## config.mk

```make
export PLATFORM = sky130hd
export DESIGN_NAME = sn_net_cmd_sequencer_flat
export DESIGN_NICKNAME = d
export VERILOG_FILES = /design/src/rtl/sn_net_cmd_sequencer_if.sv /design/src/rtl/sn_net_cmd_sequencer.sv /design/src/flat_wrapper.sv
export SDC_FILE = /design/constraint.sdc
export NUM_CORES = 1
export LEC_CHECK = 0
export BUFFER_PORTS_ARGS = -buffer_cell sky130_fd_sc_hd__buf_2
export CAP_MARGIN = 20
export CORE_UTILIZATION = 55
export CTS_CLUSTER_DIAMETER = 80
export CTS_CLUSTER_SIZE = 16
export DETAILED_ROUTE_END_ITERATION = 8
export PLACE_DENSITY = 0.82
export RECOVER_POWER = 100
export SLEW_MARGIN = 20
export SYNTH_ARGS = -nofsm -noshare
export SYNTH_HDL_FRONTEND = slang
export SYNTH_SLANG_ARGS = --single-unit
```

## constraint.sdc

```tcl
create_clock -name clk -period 5.2 [get_ports clk]
set_input_delay 0.26 -clock clk [delete_from_list [all_inputs] [get_ports clk]]
set_output_delay 0.26 -clock clk [all_outputs]
set_load 0.03 [all_outputs]
```

## src/rtl/sn_net_cmd_sequencer_if.sv

```systemverilog
// Command, network-control and response signals of the command sequencer.
// master = sequencer side, slave = host/network side.
interface sn_net_cmd_sequencer_if #(
   parameter int P_NUM_NEURONS     = 21,
   parameter int P_TABLE_NUM_ROWS  = 4,
   parameter int P_NEUR_CURRENT_BW = 9,
   parameter int P_MAX_NUM_PERIODS = 2000,
   parameter int P_WDOG_BW         = 16
);
   localparam int L_MSB_BW = $clog2(P_NUM_NEURONS + 1);
   localparam int L_LSB_BW = $clog2(P_TABLE_NUM_ROWS * 2 + 2);
   localparam int L_PER_BW = $clog2(P_MAX_NUM_PERIODS + 1);

   logic                          cmd_valid;
   logic                          cmd_ready;
   logic [1:0]                    cmd_op;
   logic [L_MSB_BW-1:0]           cmd_neuron;
   logic [L_LSB_BW-1:0]           cmd_sub;
   logic [L_MSB_BW-1:0]           cmd_aux;
   logic [P_WDOG_BW-1:0]          cmd_data;
   logic                          abort;
   logic                          net_we;
   logic [L_MSB_BW+L_LSB_BW-1:0]  net_waddr;
   logic [P_NEUR_CURRENT_BW-1:0]  net_wdata;
   logic                          net_num_per_wen;
   logic [L_PER_BW-1:0]           net_num_per_d;
   logic                          net_start;
   logic                          net_done;
   logic                          rsp_valid;
   logic                          rsp_timeout;
   logic [P_WDOG_BW-1:0]          rsp_cycles;
   logic                          err_cmd;
   logic                          busy;

   modport master (
      input  cmd_valid, cmd_op, cmd_neuron, cmd_sub, cmd_aux, cmd_data, abort, net_done,
      output cmd_ready, net_we, net_waddr, net_wdata, net_num_per_wen, net_num_per_d,
             net_start, rsp_valid, rsp_timeout, rsp_cycles, err_cmd, busy
   );

   modport slave (
      output cmd_valid, cmd_op, cmd_neuron, cmd_sub, cmd_aux, cmd_data, abort, net_done,
      input  cmd_ready, net_we, net_waddr, net_wdata, net_num_per_wen, net_num_per_d,
             net_start, rsp_valid, rsp_timeout, rsp_cycles, err_cmd, busy
   );
endinterface

```

## src/rtl/sn_net_cmd_sequencer.sv

```systemverilog
// Runs one spiking-neuron network from a command stream: memory/weight writes, period setup,
// start and watchdog-guarded wait. Strobes are registered; one command in flight (ready only in IDLE).
module sn_net_cmd_sequencer #(
   parameter int P_NUM_NEURONS     = 21,
   parameter int P_TABLE_NUM_ROWS  = 4,
   parameter int P_NEUR_CURRENT_BW = 9,
   parameter int P_MAX_NUM_PERIODS = 2000,
   parameter int P_WDOG_BW         = 16
) (
   input  logic                      clk,
   input  logic                      rst,
   sn_net_cmd_sequencer_if.master    bus
);
   localparam int L_MSB_BW  = $clog2(P_NUM_NEURONS + 1);
   localparam int L_LSB_BW  = $clog2(P_TABLE_NUM_ROWS * 2 + 2);
   localparam int L_PER_BW  = $clog2(P_MAX_NUM_PERIODS + 1);
   localparam int L_ADDR_BW = L_MSB_BW + L_LSB_BW;

   localparam logic [1:0] L_OP_WRITE = 2'd0;
   localparam logic [1:0] L_OP_LOAD  = 2'd1;
   localparam logic [1:0] L_OP_SETP  = 2'd2;

   localparam logic [L_MSB_BW-1:0]  L_NEUR_MAX = L_MSB_BW'(P_NUM_NEURONS);
   localparam logic [L_LSB_BW-1:0]  L_ROWS     = L_LSB_BW'(P_TABLE_NUM_ROWS);
   localparam logic [P_WDOG_BW-1:0] L_PER_MAX  = P_WDOG_BW'(P_MAX_NUM_PERIODS);

   typedef enum logic [2:0] {
      S_IDLE, S_WR, S_WT_IDX, S_WT_VAL, S_SETP, S_START, S_WAIT, S_RSP
   } state_t;

   state_t                        r_state, w_state_nxt;
   logic [L_MSB_BW-1:0]           r_neuron;
   logic [L_LSB_BW-2:0]           r_row;
   logic [P_WDOG_BW-1:0]          r_data;
   logic [P_WDOG_BW-1:0]          r_cnt;
   logic                          r_net_we, r_per_wen, r_start, r_rsp_valid, r_rsp_timeout, r_err;
   logic [L_ADDR_BW-1:0]          r_net_waddr;
   logic [P_NEUR_CURRENT_BW-1:0]  r_net_wdata;
   logic [L_PER_BW-1:0]           r_per_d;
   logic [P_WDOG_BW-1:0]          r_rsp_cycles;

   logic                          w_accept, w_neur_ok, w_aux_ok, w_row_ok, w_per_ok, w_cmd_legal;
   logic                          w_err_set, w_we, w_per_wen, w_start, w_rsp_valid, w_rsp_timeout;
   logic [L_ADDR_BW-1:0]          w_waddr;
   logic [P_NEUR_CURRENT_BW-1:0]  w_wdata;
   logic [L_PER_BW-1:0]           w_per_d;
   logic [P_WDOG_BW-1:0]          w_rsp_cycles;
   logic [L_LSB_BW-1:0]           w_idx_sub, w_val_sub;
   logic                          w_wdog_hit;

   assign w_accept  = bus.cmd_valid && (r_state == S_IDLE);
   assign w_neur_ok = (bus.cmd_neuron != '0) && (bus.cmd_neuron <= L_NEUR_MAX);
   assign w_aux_ok  = (bus.cmd_aux != '0) && (bus.cmd_aux <= L_NEUR_MAX);
   assign w_row_ok  = bus.cmd_sub < L_ROWS;
   assign w_per_ok  = (bus.cmd_data != '0) && (bus.cmd_data <= L_PER_MAX);
   // Weight row r occupies the index/value pair at internal addresses 2r+2 and 2r+3.
   assign w_idx_sub  = {bus.cmd_sub[L_LSB_BW-2:0], 1'b0} + L_LSB_BW'(2);
   assign w_val_sub  = {r_row, 1'b0} + L_LSB_BW'(3);
   assign w_wdog_hit = (r_data != '0) && (r_cnt == r_data);

   always_comb begin
      w_cmd_legal = 1'b1;
      case (bus.cmd_op)
         L_OP_WRITE: w_cmd_legal = w_neur_ok;
         L_OP_LOAD:  w_cmd_legal = w_neur_ok && w_row_ok && w_aux_ok;
         L_OP_SETP:  w_cmd_legal = w_per_ok;
         default:    w_cmd_legal = 1'b1;
      endcase
   end

   always_comb begin
      w_state_nxt   = r_state;
      w_err_set     = 1'b0;
      w_we          = 1'b0;
      w_waddr       = '0;
      w_wdata       = '0;
      w_per_wen     = 1'b0;
      w_per_d       = '0;
      w_start       = 1'b0;
      w_rsp_valid   = 1'b0;
      w_rsp_timeout = r_rsp_timeout;
      w_rsp_cycles  = r_rsp_cycles;
      case (r_state)
         S_IDLE: begin
            if (bus.cmd_valid) begin
               if (!w_cmd_legal) begin
                  w_err_set = 1'b1;
               end else begin
                  case (bus.cmd_op)
                     L_OP_WRITE: begin
                        w_state_nxt = S_WR;
                        w_we        = 1'b1;
                        w_waddr     = {bus.cmd_neuron, bus.cmd_sub};
                        w_wdata     = bus.cmd_data[P_NEUR_CURRENT_BW-1:0];
                     end
                     L_OP_LOAD: begin
                        w_state_nxt = S_WT_IDX;
                        w_we        = 1'b1;
                        w_waddr     = {bus.cmd_neuron, w_idx_sub};
                        w_wdata     = P_NEUR_CURRENT_BW'(bus.cmd_aux);
                     end
                     L_OP_SETP: begin
                        w_state_nxt = S_SETP;
                        w_per_wen   = 1'b1;
                        w_per_d     = bus.cmd_data[L_PER_BW-1:0];
                     end
                     default: begin
                        w_state_nxt = S_START;
                        w_start     = 1'b1;
                     end
                  endcase
               end
            end
         end
         S_WT_IDX: begin
            w_state_nxt = S_WT_VAL;
            w_we        = 1'b1;
            w_waddr     = {r_neuron, w_val_sub};
            w_wdata     = r_data[P_NEUR_CURRENT_BW-1:0];
         end
         S_START: w_state_nxt = S_WAIT;
         S_WAIT: begin
            // Completion takes priority over a same-cycle watchdog hit or abort.
            if (bus.net_done || w_wdog_hit || bus.abort) begin
               w_state_nxt   = S_RSP;
               w_rsp_valid   = 1'b1;
               w_rsp_timeout = !bus.net_done;
               w_rsp_cycles  = r_cnt;
            end
         end
         default: w_state_nxt = S_IDLE;
      endcase
   end

   always_ff @(posedge clk or negedge rst) begin
      if (!rst) begin
         r_state       <= S_IDLE;
         r_neuron      <= '0;
         r_row         <= '0;
         r_data        <= '0;
         r_cnt         <= '0;
         r_net_we      <= 1'b0;
         r_net_waddr   <= '0;
         r_net_wdata   <= '0;
         r_per_wen     <= 1'b0;
         r_per_d       <= '0;
         r_start       <= 1'b0;
         r_rsp_valid   <= 1'b0;
         r_rsp_timeout <= 1'b0;
         r_rsp_cycles  <= '0;
         r_err         <= 1'b0;
      end else begin
         r_state       <= w_state_nxt;
         r_net_we      <= w_we;
         r_net_waddr   <= w_waddr;
         r_net_wdata   <= w_wdata;
         r_per_wen     <= w_per_wen;
         r_per_d       <= w_per_d;
         r_start       <= w_start;
         r_rsp_valid   <= w_rsp_valid;
         r_rsp_timeout <= w_rsp_timeout;
         r_rsp_cycles  <= w_rsp_cycles;
         if (w_err_set) begin
            r_err <= 1'b1;
         end
         if (w_accept) begin
            r_neuron <= bus.cmd_neuron;
            r_row    <= bus.cmd_sub[L_LSB_BW-2:0];
            r_data   <= bus.cmd_data;
         end
         if (r_state == S_START) begin
            r_cnt <= P_WDOG_BW'(1);
         end else if ((r_state == S_WAIT) && (r_cnt != '1)) begin
            r_cnt <= r_cnt + 1'b1;
         end
      end
   end

   assign bus.cmd_ready       = (r_state == S_IDLE);
   assign bus.busy            = (r_state != S_IDLE);
   assign bus.net_we          = r_net_we;
   assign bus.net_waddr       = r_net_waddr;
   assign bus.net_wdata       = r_net_wdata;
   assign bus.net_num_per_wen = r_per_wen;
   assign bus.net_num_per_d   = r_per_d;
   assign bus.net_start       = r_start;
   assign bus.rsp_valid       = r_rsp_valid;
   assign bus.rsp_timeout     = r_rsp_timeout;
   assign bus.rsp_cycles      = r_rsp_cycles;
   assign bus.err_cmd         = r_err;
endmodule

```

## src/flat_wrapper.sv

```systemverilog
// flat-port wrapper written by rule: the top's interface ports become plain ports
module sn_net_cmd_sequencer_flat 
#(
   parameter int P_NUM_NEURONS     = 21,
   parameter int P_TABLE_NUM_ROWS  = 4,
   parameter int P_NEUR_CURRENT_BW = 9,
   parameter int P_MAX_NUM_PERIODS = 2000,
   parameter int P_WDOG_BW         = 16
)
  (clk, rst, bus_cmd_valid, bus_cmd_op, bus_cmd_neuron, bus_cmd_sub, bus_cmd_aux, bus_cmd_data, bus_abort, bus_net_done, bus_cmd_ready, bus_net_we, bus_net_waddr, bus_net_wdata, bus_net_num_per_wen, bus_net_num_per_d, bus_net_start, bus_rsp_valid, bus_rsp_timeout, bus_rsp_cycles, bus_err_cmd, bus_busy);
  sn_net_cmd_sequencer_if #(.P_NUM_NEURONS(P_NUM_NEURONS), .P_TABLE_NUM_ROWS(P_TABLE_NUM_ROWS), .P_NEUR_CURRENT_BW(P_NEUR_CURRENT_BW), .P_MAX_NUM_PERIODS(P_MAX_NUM_PERIODS), .P_WDOG_BW(P_WDOG_BW)) bus_i ();
  input  logic clk;
  input  logic rst;
  input wire logic [$bits(bus_i.cmd_valid)-1:0] bus_cmd_valid;
  input wire logic [$bits(bus_i.cmd_op)-1:0] bus_cmd_op;
  input wire logic [$bits(bus_i.cmd_neuron)-1:0] bus_cmd_neuron;
  input wire logic [$bits(bus_i.cmd_sub)-1:0] bus_cmd_sub;
  input wire logic [$bits(bus_i.cmd_aux)-1:0] bus_cmd_aux;
  input wire logic [$bits(bus_i.cmd_data)-1:0] bus_cmd_data;
  input wire logic [$bits(bus_i.abort)-1:0] bus_abort;
  input wire logic [$bits(bus_i.net_done)-1:0] bus_net_done;
  output wire logic [$bits(bus_i.cmd_ready)-1:0] bus_cmd_ready;
  output wire logic [$bits(bus_i.net_we)-1:0] bus_net_we;
  output wire logic [$bits(bus_i.net_waddr)-1:0] bus_net_waddr;
  output wire logic [$bits(bus_i.net_wdata)-1:0] bus_net_wdata;
  output wire logic [$bits(bus_i.net_num_per_wen)-1:0] bus_net_num_per_wen;
  output wire logic [$bits(bus_i.net_num_per_d)-1:0] bus_net_num_per_d;
  output wire logic [$bits(bus_i.net_start)-1:0] bus_net_start;
  output wire logic [$bits(bus_i.rsp_valid)-1:0] bus_rsp_valid;
  output wire logic [$bits(bus_i.rsp_timeout)-1:0] bus_rsp_timeout;
  output wire logic [$bits(bus_i.rsp_cycles)-1:0] bus_rsp_cycles;
  output wire logic [$bits(bus_i.err_cmd)-1:0] bus_err_cmd;
  output wire logic [$bits(bus_i.busy)-1:0] bus_busy;
  assign bus_i.cmd_valid = bus_cmd_valid;
  assign bus_i.cmd_op = bus_cmd_op;
  assign bus_i.cmd_neuron = bus_cmd_neuron;
  assign bus_i.cmd_sub = bus_cmd_sub;
  assign bus_i.cmd_aux = bus_cmd_aux;
  assign bus_i.cmd_data = bus_cmd_data;
  assign bus_i.abort = bus_abort;
  assign bus_i.net_done = bus_net_done;
  assign bus_cmd_ready = bus_i.cmd_ready;
  assign bus_net_we = bus_i.net_we;
  assign bus_net_waddr = bus_i.net_waddr;
  assign bus_net_wdata = bus_i.net_wdata;
  assign bus_net_num_per_wen = bus_i.net_num_per_wen;
  assign bus_net_num_per_d = bus_i.net_num_per_d;
  assign bus_net_start = bus_i.net_start;
  assign bus_rsp_valid = bus_i.rsp_valid;
  assign bus_rsp_timeout = bus_i.rsp_timeout;
  assign bus_rsp_cycles = bus_i.rsp_cycles;
  assign bus_err_cmd = bus_i.err_cmd;
  assign bus_busy = bus_i.busy;
  sn_net_cmd_sequencer #(.P_NUM_NEURONS(P_NUM_NEURONS), .P_TABLE_NUM_ROWS(P_TABLE_NUM_ROWS), .P_NEUR_CURRENT_BW(P_NEUR_CURRENT_BW), .P_MAX_NUM_PERIODS(P_MAX_NUM_PERIODS), .P_WDOG_BW(P_WDOG_BW)) u_core (.clk(clk), .rst(rst), .bus(bus_i));
endmodule
```

==> results.cfg <==
[timing]
fin_ws_ps = 1610
fin_skew_ps = 14.8
rsz0062_at_grt = no
timing.final.setup_violations = 0
setup-tns-final_ps = 0
min_period_ps = 3590
period_share = 0.691
fmax_ghz = 0.278
hold_violations = 0
drv_slew = 43
tightest_slew_ps = 2180
max_slew_margin = -0.453

[placement]
gp_congestion = 0.931
place_hpwl_um = 8180
post-place-cells = 677
dp_slack_ps = 2580
io_buffers = 89

[synthesis]
syn_area_per_cell_um2 = 9.20
synthCells = 516
synth_edf_count = 0
synth-seq-area-share = 0.495
synth_nets = 562
ys_types = 50
synthArstFlopShare = 1.00
synth_area_um2 = 4750
synth-warning-count = 0
ys.flop_type = dfrtp_1
yosys_register_bits = 94

[min_path]
hold_class = input port to register
worstHoldEndpoint = u_core.r_data[14]
worstHoldStart = bus_cmd_data[14]
hold_depth = 3

[die]
pin_count = 90
core_area_um2 = 8300
die_w_um = 94.9
initial_core_util = 0.572
dieArea_um2 = 9010
num_rows = 33
die_h_um = 94.9

[grt]
overflow = 0
track_usage = 0.284
grt_start_max_net_pins = 54
antenna_found_initial = 0
grt_pass1_wl_um = 19800
grt_pass1_vias = 4091

[layout]
syn2layout_area_growth_pct = 12.7
final_cells = 694
nets = 630
n_antenna_cell = 0
drive_above_1_share = 0.104

[pwr]
p_per_area_nw_per_um2 = 437
ir_drop_uv = 270
p_leak_nw = 2.35

[detailed_routing]
drtAntennaViolNets = 0
dr.pass1.iters = 5
vias = 4310
drc = 0
routed_wl_um = 11800
viasPerCell = 6.21
first_iter_violations = 368
wire_per_inst_um = 17.1

[setup_path]
rr_endpoint = u_core.bus.net_num_per_d[3]
r2r_start = u_core.r_state[1]
arrival_ps = 3870
end_kind = register
reg2regPathDepth = 5
slowest_stage = and2_0
slowest_delay_ps = 840
cp_max_fo = 20
crit_type = register to register
reg2reg_slack_ps = 1610
worst_setup_path_start_kind = register
crit_chain = nor3_1 -> and2_0 -> clkbuf_1 -> nand2_1 -> nor3b_1
cp.required_ps = 5480

[clocking]
numCtsBuffers = 9
worstSkewPairLatency_ps = 380
cts_tree = yes
h-tree-depth = 3
cts_buffer_depth = 2
cts_sinks = 94
post-cts-setup-buffers = 0
cts_root_buffer = clkbuf_8
path_clk_slew_ps = 100

[status]
status = finished, violations left
violations = max-capacitance violations, max-slew violations

[flow_run]
cap_violations = 1
worst max-delay path: cells and delay by family, from the launching register on:
kind	cells	cell delay, ps
flip-flops	1	550
buffers and inverters	1	640
AND/OR/NAND/NOR	4	2310
area by class of cell:
| type | instances | area (um2) |
|---|---|---|
| Clock buffer | 10 | 138 |
| Sequential cell | 94 | 2350 |
| Tap cell | 105 | 131 |
| Multi-Input combinational cell | 374 | 2200 |
| Fill cell | 704 | 2950 |
| Clock inverter | 6 | 77.6 |
| Inverter | 11 | 41.3 |
| Timing Repair Buffer | 94 | 410 |
per-layer routing:
metal | global-route usage | routed length, um | vias up
li1 | - | - | 1990
met5 | 0 | 0 | -
met4 | 0.134 | 278 | 0
met1 | 0.393 | 5270 | 2117
met2 | 0.435 | 5540 | 174
met3 | 0.0491 | 745 | 29
how the worst max path moves through the flow:
| stage | to | startpoint | slack [ps] |
|---|---|---|---|
| floorplan | u_core.bus.net_wdata[0] | u_core.r_state[2] | 3060 |
| global placement | u_core.bus.rsp_cycles[11] | u_core.r_cnt[7] | 2640 |
| detailed placement | u_core.r_cnt[6] | u_core.r_state[1] | 2580 |
| CTS | u_core.r_cnt[6] | u_core.r_state[1] | 2560 |
| global route | u_core.r_cnt[5] | rst | 1240 |
| finish | u_core.bus.net_num_per_d[3] | u_core.r_state[1] | 1610 |
logic make-up after synthesis:
| group | count (synthesis) | synth area share |
|---|---|---|
| and+or+nand+nor | 233 | 0.246 |
| AOI/OAI and AO/OA | 102 | 0.138 |
| DFF | 94 | 0.495 |
| buffers and inverters | 48 | 0.0408 |
| xor gates and xnor gates | 29 | 0.0535 |
| adders and majority gates | 9 | 0.0237 |
| muxes | 1 | 0.00237 |
power breakdown:
part | internal, W | switching, W | total, W
clock | 0.000245 | 0.000280 | 0.000525
sequential | 0.000898 | 0.000167 | 0.00107
combinational | 0.000220 | 0.000528 | 0.000749
total | 0.00136 | 0.000975 | 0.00234
metrics by stage:
| step | utilization | area [um2] | hold WS (ps) | total power [W] |
|---|---|---|---|---|
| 2_1_floorplan | - | 4750 | -35.6 | 0.00159 |
| 3_3_place_gp | 0.627 | 5210 | 266 | 0.00181 |
| 3_5_place_dp | 0.627 | 5210 | 270 | 0.00184 |
| 4_1_cts | 0.654 | 5430 | 91.1 | 0.00236 |
| 5_1_grt | 0.645 | 5350 | 109 | 0.00247 |
| 6_report | 0.645 | 5350 | 106 | 0.00234 |
timing repair:
| item | CTS | global route |
|---|---|---|
| hold buffers | 1 | 0 |
| hold endpoints to repair | 41 | 0 |
| gates resized for setup | 0 | 0 |
| endpoints found under the setup margin | 0 | 0 |
Yosys cell counts, types with 3 or more instances:
master | instances | share of area
nand3_1 | 31 | 0.033
nand2_1 | 91 | 0.072
xnor2_1 | 6 | 0.011
dfrtp_1 | 94 | 0.50
nor4_1 | 9 | 0.012
nor3b_1 | 13 | 0.021
or4_1 | 4 | 0.0063
a31oi_1 | 3 | 0.0040
nor3_1 | 8 | 0.0084
clkbuf_1 | 29 | 0.023
ha_1 | 9 | 0.024
buf_1 | 3 | 0.0024
o311ai_0 | 4 | 0.0074
inv_1 | 11 | 0.0087
and3_1 | 20 | 0.026
xor2_1 | 23 | 0.042
nand4_1 | 21 | 0.028
a21oi_1 | 25 | 0.026
o21ai_0 | 25 | 0.026
o22ai_1 | 3 | 0.0040
nand3b_1 | 3 | 0.0047
nor2_1 | 21 | 0.017
o211ai_1 | 18 | 0.028
buf_4 | 3 | 0.0047
a22oi_1 | 8 | 0.013
flip-flops by register name, indices dropped and copies added, names as in the netlist:
name / cells
u_core.r_cnt: 16
u_core.bus.net_num_per_d: 11
u_core.r_row: 3
u_core.bus.net_start: 1
u_core.bus.net_wdata: 9
u_core.bus.err_cmd: 1
u_core.bus.rsp_valid: 1
u_core.r_data: 16
u_core.bus.rsp_timeout: 1
u_core.bus.net_waddr: 9
u_core.bus.rsp_cycles: 16
u_core.bus.net_we: 1
u_core.bus.net_num_per_wen: 1
u_core.r_state: 3
u_core.r_neuron: 5
layout by cell type (no fill, tap or decap), types with 10 or more instances in the layout:
| cell | n |
|---|---|
| a21oi_1 | 25 |
| and3_1 | 20 |
| buf_2 | 34 |
| clkbuf_1 | 56 |
| clkbuf_8 | 10 |
| dfrtp_1 | 94 |
| inv_1 | 11 |
| nand2_1 | 91 |
| nand3_1 | 31 |
| nand4_1 | 21 |
| nor2_1 | 20 |
| nor3b_1 | 13 |
| o211ai_1 | 18 |
| o21ai_0 | 26 |
| xor2_1 | 23 |
No activity file was read; power rests on OpenSTA's default activity.
